$ cat config.mk
export PLATFORM = sky130hd
export DESIGN_NAME = fetch_decode_ctrl
export DESIGN_NICKNAME = d
export VERILOG_FILES = /design/src/rtl/fetch_decode_ctrl.sv
export SDC_FILE = /design/constraint.sdc
export NUM_CORES = 1
export LEC_CHECK = 0
export ABC_CLOCK_PERIOD_IN_PS = 2500
export CORE_ASPECT_RATIO = 2
export CORE_MARGIN = 1
export CORE_UTILIZATION = 45
export CTS_CLUSTER_DIAMETER = 120
export DETAILED_ROUTE_END_ITERATION = 12
export DONT_BUFFER_PORTS = 1
export PLACE_DENSITY = 0.64
export SLEW_MARGIN = 20
export SYNTH_ARGS = -nofsm -noshare
export SYNTH_HDL_FRONTEND = slang
export SYNTH_SLANG_ARGS = --single-unit
export TNS_END_PERCENT = 50
$ cat constraint.sdc
create_clock -name clock -period 2.5 [get_ports clock]
set_clock_uncertainty 0.15 [all_clocks]
set_input_delay 0.5 -clock clock [delete_from_list [all_inputs] [get_ports clock]]
set_output_delay 0.5 -clock clock [all_outputs]
set_load 0.1 [all_outputs]
$ cat src/rtl/fetch_decode_ctrl.sv
// ---------------------------------------------------------------------------
// fetch_decode_ctrl
//
// Control unit that sits at the consuming end of the fetch path
// (program counter -> ROM -> 8-bit fetch register). It alternates between a
// FETCH phase and an EXEC phase. In FETCH it latches the ROM byte into the
// fetch register and advances the PC. In EXEC it decodes the latched
// instr/operand nibbles into datapath controls. Two-byte jumps take their low
// address byte straight from the ROM output (progbyte) during EXEC.
//
// Ports:
//   clock        system clock, rising edge
//   reset        synchronous, active-high reset
//   instr        opcode nibble from the fetch register
//   operand      operand nibble from the fetch register
//   progbyte     current ROM output (byte at PC)
//   c_flag       registered carry flag
//   z_flag       registered zero flag
//   enF          fetch register enable
//   enP          PC increment enable
//   load         PC load enable
//   load_1       PC load value (12 bits)
//   alu_sel      000 PASS_B, 001 ADD, 010 SUB, 011 AND, 100 OR
//   oe_oprnd     drive operand onto the ALU B bus
//   loadA        accumulator load
//   loadFlags    flag register load
//   cs_ram       RAM chip select (RAM address is operand)
//   we_ram       RAM write, only together with cs_ram
//   oe_alu       drive accumulator onto the data bus
//   out_load     output-port load pulse
//   phase        0 = FETCH, 1 = EXEC or HALT
//   halted       high in the HALT state
//   retire_count instructions executed, wraps
// ---------------------------------------------------------------------------
module fetch_decode_ctrl #(
   parameter int CNT_W = 16
) (
   input  logic             clock,
   input  logic             reset,
   input  logic [3:0]       instr,
   input  logic [3:0]       operand,
   input  logic [7:0]       progbyte,
   input  logic             c_flag,
   input  logic             z_flag,
   output logic             enF,
   output logic             enP,
   output logic             load,
   output logic [11:0]      load_1,
   output logic [2:0]       alu_sel,
   output logic             oe_oprnd,
   output logic             loadA,
   output logic             loadFlags,
   output logic             cs_ram,
   output logic             we_ram,
   output logic             oe_alu,
   output logic             out_load,
   output logic             phase,
   output logic             halted,
   output logic [CNT_W-1:0] retire_count
);

   typedef enum logic [1:0] {
      FETCH = 2'd0,
      EXEC  = 2'd1,
      HALT  = 2'd2
   } state_t;

   state_t state;
   state_t nxt;
   logic   taken;

   // Jump condition for opcodes 0..4; the other opcodes never look at it.
   assign taken = (instr == 4'h0) ?  c_flag :
                  (instr == 4'h1) ? ~c_flag :
                  (instr == 4'h2) ?  z_flag :
                  (instr == 4'h3) ? ~z_flag :
                  (instr == 4'h4);

   // State register and retired-instruction counter. Every instruction
   // retires on the edge that leaves EXEC, including HALT itself, so the
   // counter stays frozen once the machine sits in HALT.
   always_ff @(posedge clock) begin
      if (reset) begin
         state        <= FETCH;
         retire_count <= '0;
      end else begin
         state <= nxt;
         if (state == EXEC)
            retire_count <= retire_count + CNT_W'(1);
      end
   end

   // Next-state logic: FETCH always hands over to EXEC, EXEC returns to
   // FETCH unless it just executed HALT, and HALT only leaves via reset.
   always_comb begin
      nxt = FETCH;
      case (state)
         FETCH:   nxt = EXEC;
         EXEC:    nxt = (instr == 4'hF) ? HALT : FETCH;
         HALT:    nxt = HALT;
         default: nxt = FETCH;
      endcase
   end

   // Output decode. Everything defaults to 0, and reset keeps it that way so
   // an instruction caught mid-EXEC by reset never writes RAM or moves the PC.
   // A jump either loads the PC or bumps it past the address byte, never both.
   always_comb begin
      enF       = 1'b0;
      enP       = 1'b0;
      load      = 1'b0;
      load_1    = 12'h000;
      alu_sel   = 3'b000;
      oe_oprnd  = 1'b0;
      loadA     = 1'b0;
      loadFlags = 1'b0;
      cs_ram    = 1'b0;
      we_ram    = 1'b0;
      oe_alu    = 1'b0;
      out_load  = 1'b0;
      phase     = 1'b0;
      halted    = 1'b0;
      if (!reset) begin
         case (state)
            FETCH: begin
               enF = 1'b1;
               enP = 1'b1;
            end
            EXEC: begin
               phase = 1'b1;
               case (instr)
                  4'h0, 4'h1, 4'h2, 4'h3, 4'h4: begin
                     if (taken) begin
                        load   = 1'b1;
                        load_1 = {operand, progbyte};
                     end else begin
                        enP = 1'b1;
                     end
                  end
                  4'h5, 4'h6, 4'h7, 4'h8, 4'h9: begin
                     alu_sel   = (instr == 4'h5) ? 3'b000 :
                                 (instr == 4'h6) ? 3'b001 :
                                 (instr == 4'h7) ? 3'b010 :
                                 (instr == 4'h8) ? 3'b011 : 3'b100;
                     oe_oprnd  = 1'b1;
                     loadA     = 1'b1;
                     loadFlags = 1'b1;
                  end
                  4'hA: begin
                     alu_sel   = 3'b010;
                     oe_oprnd  = 1'b1;
                     loadFlags = 1'b1;
                  end
                  4'hB: begin
                     cs_ram    = 1'b1;
                     loadA     = 1'b1;
                     loadFlags = 1'b1;
                  end
                  4'hC: begin
                     cs_ram = 1'b1;
                     we_ram = 1'b1;
                     oe_alu = 1'b1;
                  end
                  4'hD: begin
                     oe_alu   = 1'b1;
                     out_load = 1'b1;
                  end
                  default: ;
               endcase
            end
            HALT: begin
               phase  = 1'b1;
               halted = 1'b1;
            end
            default: ;
         endcase
      end
   end

endmodule

Word level (Yosys, flattened, before mapping)
Cells that the tools add are included.
Word-level totals
  register bits: 18
  output and inout bits: 43
Operators by class
  add/sub/neg operators: 1
  eq/ne operators: 16
  multiplexer cells: 52
  bitwise gates (word level): 2
  reductions and logical operators: 10
Operators with widths (number)
  $mux 12: 4
  $mux 1: 38
  $eq 4x4->1 const B: 7
  $mux 3: 6
  $add 16x1->16 const B: 1
  $eq 4x3->1 const B: 4
  $reduce_or 6->1: 2
  $reduce_or 5->1: 2
  $eq 4x2->1 const B: 2
  $reduce_or 7->1: 1
  $pmux 2 s3: 1
  $pmux 3 s2: 1
  $reduce_or 2->1: 3
  $eq 4x1->1 const B: 1
  $logic_not 4->1: 1
  $eq 2x1->1 const B: 1
  $eq 2x2->1 const B: 1
  $logic_not 2->1: 1
  $mux 2: 1
  $not 1->1: 2
  $pmux 1 s2: 1

Logic depth before layout (Yosys ltp)
  word-level depth: 9
  gate-level depth with buffers: 7
  depth with buffers taken out: 5

Least setup slack after synthesis
No wires, ideal clock.
  path type: input to output
  start: input instr[2]
  end: output alu_sel[0]
  arrival time: 3.110 ns
  required time: 1.850 ns
  slack: -1.260 ns
  stages on the path: 4
  path buffers: 1
  path through: clkbuf_1 nor2b_1 mux2i_1 nor3_1
Between the ends
  longest elaborated chain between the ends: 8
RTL lines
  start: declaration: line 40  | input logic [3:0] instr,
  $eq 4x4->1: line 131, 144
  $mux 3: line 144  | (instr == 4'h8) ? 3'b011 : 3'b100;
  $mux 3: line 143  | (instr == 4'h7) ? 3'b010 :
  $mux 3: line 142  | (instr == 4'h6) ? 3'b001 :
  $mux 3: line 141  | alu_sel = (instr == 4'h5) ? 3'b000 :
  $pmux 3 s2 *: line 131  | case (instr)
  $mux 3 *: line 124  | case (state)
  $mux 3 *: line 123  | if (!reset) begin
  end: declaration: line 49  | output logic [2:0] alu_sel,
Mark *: on every way between the ends. The rest lies on a longest branch, timed or not.

Final worst setup path
  start: register state[1]
  end: output load_1[2]
Between the ends
  longest elaborated chain between the ends: 3
RTL lines
  start: declaration: line 68  | state_t state;
  start signal: assignment: line 87  | state <= nxt;
  $eq 2x1->1: line 124
  $mux 12: line 124
  $mux 12: line 123
  end: declaration: line 48  | output logic [11:0] load_1,
No other way between the ends.

==> impl_metrics.toml <==
[logic_synthesis]
yosys_most_used_dff = "dfxtp_1"
ys_seq_area_share_pct = 27.4
yosysWarnings = 0
synth_nets = 190
synth_cells = 166
async_flop_share_pct = 0
synth_edf_count = 0
synth_area_per_cell_um2 = 7.91
synth_cell_types = 37
netlist_area_um2 = 1310
ys_ff_latch = 18

[drt]
drt-total-wl_um = 3630
dr.pass1.iters = 4
drc = 0
final_antenna_net_count = 0
drt-initial-drc-count = 23
wire_per_inst_um = 15.6
viasPerCell = 5.90
vias = 1375

[sta]
maxSlewViolCount = 0
worstMarginPinSlew_ns = 0.387
fin_hold_ws_ns = 0.159
slew_headroom_pct = 74.2
max_freq_mhz = 427
hold_violations = 0
finalSetupViolations = 0
fin_crit_ns = 2.34
fin_crit_sh_pct = 93.7
rsz0062_at_grt = "no"

[floorplanning]
start_util_pct = 47.4
rows = 27
dieArea_um2 = 3150
core-area_um2 = 2770
die_x_um = 40.2
chipHeight_um = 78.4
io_pins = 63

[placement]
portBuffers = 0
placedCellCount = 230
place_hpwl_um = 2930
globalplace.congestion = 0.687

[cts]
htreeDepth = 1
cts_resized = 0
clock_path_buffers = 2
cts_tree = "done"
post_cts_buffers = 0
cts_hold_buf = 0
clk_pin_slew_worst_paths_ns = 0.06
cts.sinks = 18
clk_latency_ns = 0.25
cts_buffers = 3
clockRootBuffer = "clkbuf_8"

[critical_path]
worstPathArrival_ns = 1.69
worstPathRequired_ns = 1.85
endpoint_kind = "primary output"
cp-startpoint = "state[1]$_SDFF_PP0_"
cp-start-kind = "flop"
cpMaxStageDelayCell = "dfxtp_1"
path_max_fanout = 14
crit_chain = "inv_1 -> ha_4 -> nor3b_4 -> buf_6 -> nand2_1 -> a21oi_4 -> buf_12"
cp_top_family = "buffers and inverters"
ff2ff_setup_slack_ns = 0.49
path_buf_inv = 3
reg2reg_from = "state[1]$_SDFF_PP0_"
cpPeakStageDelay_ns = 0.32
critical_path_class = "flop to primary output"

[final_layout]
n_fill_cell = 184
instances_no_fill = 233
syn_to_final_growth_pct = 66.7
n_antenna_cell = 0
final_layout_size_suffix_gt1_share_pct = 43.1
layout_commonest_cell = "buf_12"
mostFrequentLayoutCells = "buf_12, buf_4, nand2_1"
nNetsFinal = 230

[grt]
grt_usage_pct = 25.2
antenna_found_initial = 0
grt_pass1_vias = 1356
grt_pass1_wl_um = 5860
grt.overflow.total = 0
grt_max_degree = 30

[power]
p_per_area_nw_per_um2 = 339
p_int_uw = 475
power_uw = 742
p_seq_share_pct = 40.4
sw_frac_of_total_pct = 36.0
p_clk_share_pct = 26.7
switchingPower_uw = 267
p_comb_share_pct = 33.0
p_leak_uw = 0.000773
peakVddDrop_mv = 0.399

[hold_path]
min_from = "reset"
hold_path_class = "input pin to flop"

[run]
cap_violations = 0

[outcome]
outcome = "completed"
[power groups by stage]
stage / clock network [µW] / registers [µW] / logic (µW)
2_1_floorplan: 0 / 329 / 182
3_3_place_gp: 0 / 304 / 237
3_5_place_dp: 0 / 305 / 242
4_1_cts: 205 / 299 / 242
5_1_grt: 213 / 300 / 255
6_report: 198 / 299 / 245
[worst reg2reg max path, delay by kind of cell (launching register included)]
family / cells / cell delay, ns
buffers and inverters: 2 / 0.29
muxes: 1 / 0.38
adders and majority gates: 1 / 0.18
DFF: 1 / 0.32
and+or+nand+nor: 2 / 0.57
[cell usage after synthesis, types with 2 or more instances]
cell type | number | share of area (%)
nor3_1 | 2 | 0.76
nand2_1 | 20 | 5.7
inv_1 | 5 | 1.4
nand4_1 | 4 | 1.9
mux2i_1 | 4 | 3.0
ha_1 | 4 | 3.8
xnor2_1 | 2 | 1.3
o31ai_1 | 4 | 2.3
buf_2 | 5 | 1.9
a21oi_2 | 10 | 6.7
a21oi_1 | 10 | 3.8
nor2b_1 | 13 | 6.2
or3_1 | 2 | 0.95
dfxtp_1 | 18 | 27
nor2_1 | 16 | 4.6
mux2_2 | 6 | 5.1
clkbuf_1 | 2 | 0.57
or4_1 | 4 | 2.3
o21ai_0 | 2 | 0.76
buf_4 | 2 | 1.1
nand3_1 | 4 | 1.5
nand2b_1 | 2 | 0.95
nand3_2 | 2 | 1.5
xor2_1 | 5 | 3.3
o22ai_1 | 2 | 0.95
nor4_1 | 5 | 2.4
[cell families (layout without fill, tap and decap cells)]
kind of cell | Yosys count | in the layout | share of synthesized area, %
AOI/OAI and AO/OA | 31 | 31 | 16.2
xor gates and xnor gates | 7 | 7 | 4.67
adders and majority gates | 4 | 4 | 3.81
buffers and inverters | 16 | 54 | 6.19
DFF | 18 | 18 | 27.4
muxes | 10 | 10 | 8.19
and+or+nand+nor | 80 | 80 | 33.5
[through the flow]
stage	TNS, ns	worst slack [ns]	instance area, µm²	util [%]
2_1_floorplan	-3.10	-0.369	1530	-
3_3_place_gp	0	0.263	2120	76.6
3_5_place_dp	0	0.228	2120	76.6
4_1_cts	0	0.0522	2160	78.1
5_1_grt	0	0.0377	2190	79.0
6_report	0	0.158	2190	79.0
[layer usage]
metal	GRT usage, %	wire length (µm)	vias up
met5	0	0	-
met1	24.1	1230	664
met2	48.7	2110	47
met4	9.00	70	0
li1	-	-	657
met3	2.54	217	7
[worst paths after layout]
kind | end | cells after the start
hold / removal | retire_count[5]$_SDFFE_PP0P_ | 1
setup reg to reg | retire_count[15]$_SDFFE_PP0P_ | 6
setup / recovery | load_1[2] | 7
hold reg to reg | retire_count[10]$_SDFFE_PP0P_ | 2
[cell type report]
cell class	instances	area (µm²)	area share, %
multi-input cells	132	1080	49.5
flip-flops and latches	18	360	16.5
repair buffers	46	649	29.7
inverters	5	18.8	0.857
well taps	29	36.3	1.66
clock buffers	3	41.3	1.89
[flip-flops by register name (all words and copies together), names as in the netlist]
register,flops
retire_count,16
state,2
Power figures use the tool's default switching activity.
